## src/rtl/prio_enc_queue.sv

```systemverilog
// prio_enc_queue: priority / round-robin request encoder feeding a result FIFO.
// A one-stage encode register decouples put acceptance from the FIFO write.
module prio_enc_queue #(
    parameter int NUM_IN = 8,
    parameter int MODE   = 0,
    parameter int DEPTH  = 4
) (
    input  logic                         CLK,
    input  logic                         RST_N,
    input  logic                         EN_put,
    input  logic [NUM_IN-1:0]            mav_putvalue_req,
    output logic                         RDY_put,
    input  logic                         EN_get,
    output logic                         RDY_get,
    output logic [$clog2(NUM_IN)-1:0]    mv_index,
    output logic                         mv_none,
    output logic [$clog2(DEPTH+1)-1:0]   mv_count
);
    localparam int IDX_W = $clog2(NUM_IN);
    localparam int CNT_W = $clog2(DEPTH+1);
    localparam int PTR_W = $clog2(DEPTH);

    logic                r_vld_q, r_vld_d;
    logic [NUM_IN-1:0]   r_req_q, r_req_d;
    logic [CNT_W-1:0]    count_q, count_d;
    logic [PTR_W-1:0]    wr_ptr_q, wr_ptr_d, rd_ptr_q, rd_ptr_d;
    logic [IDX_W-1:0]    rr_ptr_q, rr_ptr_d;
    logic [IDX_W:0]      mem_q [DEPTH];

    logic                push, pop, acc;
    logic [IDX_W-1:0]    fp_idx, rr_off, rr_idx, rr_next, enc_idx;
    logic                enc_none;
    logic [2*NUM_IN-1:0] req_dbl;
    logic [IDX_W:0]      rr_sum, rr_wrap;

    assign RDY_put  = ({1'b0, count_q} + (CNT_W+1)'(r_vld_q)) < (CNT_W+1)'(DEPTH);
    assign RDY_get  = count_q != '0;
    assign mv_count = count_q;
    assign mv_index = RDY_get ? mem_q[rd_ptr_q][IDX_W-1:0] : '0;
    assign mv_none  = RDY_get ? mem_q[rd_ptr_q][IDX_W] : 1'b0;

    assign acc  = EN_put && RDY_put;
    assign pop  = EN_get && RDY_get;
    assign push = r_vld_q;

    always_comb begin
        fp_idx = '0;
        for (int i = 0; i < NUM_IN; i++)
            if (r_req_q[i]) fp_idx = IDX_W'(i);
    end

    // Rotate so bit rr_ptr sits at position 0, then take the lowest set bit.
    assign req_dbl = {r_req_q, r_req_q} >> rr_ptr_q;

    always_comb begin
        rr_off = '0;
        for (int i = NUM_IN - 1; i >= 0; i--)
            if (req_dbl[i]) rr_off = IDX_W'(i);
    end

    assign rr_sum   = {1'b0, rr_ptr_q} + {1'b0, rr_off};
    assign rr_wrap  = rr_sum - (IDX_W+1)'(NUM_IN);
    assign rr_idx   = rr_sum >= (IDX_W+1)'(NUM_IN) ? rr_wrap[IDX_W-1:0] : rr_sum[IDX_W-1:0];
    assign rr_next  = rr_idx == IDX_W'(NUM_IN - 1) ? '0 : rr_idx + 1'b1;
    assign enc_none = ~|r_req_q;
    assign enc_idx  = enc_none ? '0 : (MODE == 1 ? rr_idx : fp_idx);

    always_comb begin
        r_vld_d  = acc;
        r_req_d  = acc ? mav_putvalue_req : r_req_q;
        wr_ptr_d = wr_ptr_q + PTR_W'(push);
        rd_ptr_d = rd_ptr_q + PTR_W'(pop);
        count_d  = count_q + CNT_W'(push) - CNT_W'(pop);
        rr_ptr_d = (MODE == 1 && push && !enc_none) ? rr_next : rr_ptr_q;
    end

    always_ff @(posedge CLK or negedge RST_N) begin
        if (!RST_N) begin
            r_vld_q  <= 1'b0;
            r_req_q  <= '0;
            count_q  <= '0;
            wr_ptr_q <= '0;
            rd_ptr_q <= '0;
            rr_ptr_q <= '0;
        end else begin
            r_vld_q  <= r_vld_d;
            r_req_q  <= r_req_d;
            count_q  <= count_d;
            wr_ptr_q <= wr_ptr_d;
            rd_ptr_q <= rd_ptr_d;
            rr_ptr_q <= rr_ptr_d;
        end
    end

    // Storage needs no reset: the head outputs are masked while empty.
    always_ff @(posedge CLK)
        if (push) mem_q[wr_ptr_q] <= {enc_none, enc_idx};
endmodule

```

## config.mk

```make
export PLATFORM = sky130hd
export DESIGN_NAME = prio_enc_queue
export DESIGN_NICKNAME = d
export VERILOG_FILES = /design/src/rtl/prio_enc_queue.sv
export SDC_FILE = /design/constraint.sdc
export NUM_CORES = 1
export LEC_CHECK = 0
export CORE_UTILIZATION = 51
export DETAILED_ROUTE_END_ITERATION = 10
export GPL_TIMING_DRIVEN = 0
export MAX_ROUTING_LAYER = met4
export PLACE_DENSITY = 0.76
export SYNTH_ARGS = -nofsm -noshare
export SYNTH_HDL_FRONTEND = slang
export SYNTH_SLANG_ARGS = --single-unit
```

## constraint.sdc

```tcl
create_clock -name CLK -period 2.8 [get_ports CLK]
set_input_delay 0.56 -clock CLK [delete_from_list [all_inputs] [get_ports CLK]]
set_output_delay 0.56 -clock CLK [all_outputs]
set_load 0.01 [all_outputs]
```

==> metrics.txt <==
Net Count, Synth=105; maximum frequency from static timing analysis=0.387 GHz; global-route usage over all layers=0.210; die span in x=54.4 um; number of gates resized after cts=0; post-CTS setup repair buffer count=0; P_int=0.00134 W; area share of the leading cell type in the synthesized netlist=0.343; number of synthesized flops with an enable pin=16; CTS tree=done; core outline area=0.00254 mm^2; largest net degree at the start of global routing=17; Setup Crit Path Kind=reg -> out; number of hold buffers added after cts=0; via count of the first global-routing pass=838; GRT Residual Overflow=0; Total Wirelength=2240 um; CTS clk-pin slew, worst paths=0.10 ns; Final Non-Filler Cells=147; cell row count=18; Net Sw Power=0.000607 W; post-synthesis sequential element count=32; DRC viols=0; switch share=0.311; count of nets left with antenna violations after detail routing=0; Final Hold Violating Endpoints=0; Critical Path Start Type=flop; run status=complete, no violations; IO Port Bufs=20; Fin Clk Skew=0.00941 ns; top fanout value on the critical path=6; power density over cell area=1140 mW/mm^2; y dimension of the die=54.4 um; area growth from synthesis to final layout=22.5%; power share of the sequential group=0.418; most frequently used flop master after synthesis=edfxtp_1; RSZ-0062 raised after global routing=no; clock network latency to the later pin of the worst-skew pair=0.33 ns; number of inserted diodes=0; min-delay worst type=reg -> reg; mean cell area of the mapped netlist=15.7 um^2; final sum of negative setup slack=0 ns; routed length per placed instance=15.2 um; post-route clock period utilization=0.924; number of max-slew violations in the final report=0; Synth async-reset ratio=0.500; commonest cells in the netlist=16 x dfrtp_1, 16 x edfxtp_1, 7 x mux2_4; Root Buffer=clkbuf_4; weighted congestion reported at the end of routability-driven placement=0.721; final number of setup-violating endpoints=0; top cell type by total area after synthesis=edfxtp_1; Area contributors post-synth=edfxtp_1 34%, dfrtp_1 29%, mux2_4 7.5%, mux4_2 6.4%, ha_1 2.7%; post-detail-place hpwl=1700 um; fill cell instance count of the final layout=181; vias per cell=5.43; number of iterations in the first detailed-routing pass=4; combinational share of power=0.408; time the final worst path needs with I/O delays and setup=2.59 ns; number of distinct library cells after synthesis=31; Seq/Total Area, Yosys=0.630; DRC violation total after the first TritonRoute iteration=7; Gate Count Post-Synth=89; Inst Count DP=139; Clk pwr share=0.174; Starting Density=0.550; number of vias after detailed routing=798; actual transition at the worst max-transition pin=0.729 ns; Total Nets Final=132; total standard cell area after synthesis=0.00140 mm^2; clk sinks=32; share of cells above drive strength 1=0.214; endpoint kind of the worst setup timing path=output port; share of the core filled with cells=0.673; top-level I/O count=21; total clock buffers created by CTS=5; wire length of the first global-routing pass=3840 um; required time at the endpoint of the critical path=2.24 ns; total power draw=0.00195 W; Synthesis Warnings=0; H-Tree Depth=2; Max clock buf depth=2; arrival time of the worst setup path=2.03 ns; Die Footprint=0.00296 mm^2; Max-slew headroom=0.512; post-route worst hold slack=0.509 ns; reported leakage power=0.676 nW; IR drop worst, VDD=736 uV; max_cap viols=0; number of antenna violations at the first check in global routing=0
## registers in the layout, summed over array words and instances (netlist names)
| name | count |
|---|---|
| mv_count | 3 |
| r_req_q | 8 |
| push | 1 |
| mem_q | 16 |
| wr_ptr_q | 2 |
| rd_ptr_q | 2 |
## per-stage QoR
step / area (um^2) / setup slack [ns]
final: 1710 / 0.213
after CTS: 1710 / 0.174
after detailed placement: 1640 / 0.555
after global routing: 1710 / 0.0720
after global placement: 1640 / 0.591
after floorplan: 1400 / 0.692
## worst max-delay path, stage by stage (launching register included)
cell	delay [ns]
dfrtp_1	0.33
buf_2	0.21
mux4_2	0.52
and2_1	0.17
clkdlybuf4s50_1	0.47
## area by class of cell
type / count / area (um^2) / area share
buffer: 4 / 27.5 / 0.0161
clock buffer: 6 / 41.3 / 0.0241
clock inverter: 2 / 35.0 / 0.0205
inverter: 3 / 11.3 / 0.00657
multi-input combinational: 50 / 479 / 0.280
sequential: 32 / 881 / 0.514
tap: 30 / 37.5 / 0.0219
timing repair buffer: 20 / 200 / 0.117
## power by group through the flow
stage	sequential, W	combinational (W)	clock, W
after floorplan	0.000800	0.000525	0
after global placement	0.000813	0.000765	0
after detailed placement	0.000824	0.000801	0
after CTS	0.000815	0.000809	0.000344
after global routing	0.000840	0.000890	0.000369
final	0.000814	0.000796	0.000339
## cells in the final DEF, fill, tap and decap left out, drive strengths merged, types with 2 or more instances in the layout
master and count:
nand3 2, nor2 6, xnor2 3, buf 3, and2 5, mux2 7, clkdlybuf4s50 20, nand2 4
mux4 4, xor2 2, clkbuf 7, ha 3, edfxtp 16, inv 3, dfrtp 16
## worst paths after layout
kind,startpoint,to,slack [ns],cells after the start
max,rd_ptr_q[0],mv_index[2],0.21,4
min,push,wr_ptr_q[0],0.51,1
max reg2reg,mv_count[1],mv_count[2],0.54,8
min reg2reg,push,wr_ptr_q[0],0.51,1
max in group asynchronous,RST_N,r_req_q[7],1.68,1
min in group asynchronous,RST_N,mv_count[1],0.65,1
## layer usage
layer  wire length (um)  share of wire  global-route usage
met5                  0              0                   -
met4                 68          0.030               0.103
met3                100          0.045              0.0861
met2               1100           0.49               0.323
met1                967           0.43               0.237
## kinds of logic after synthesis
kind of cell | count (synthesis) | share of synthesized area
flip-flops | 32 | 0.630
AND/OR/NAND/NOR | 24 | 0.0966
multiplexers | 11 | 0.140
buffers and inverters | 7 | 0.0277
AO/OA/AOI/OAI | 6 | 0.0340
XOR/XNOR | 5 | 0.0313
adder cells (fa/ha/maj) | 4 | 0.0411
Power figures use the tool's default switching activity.
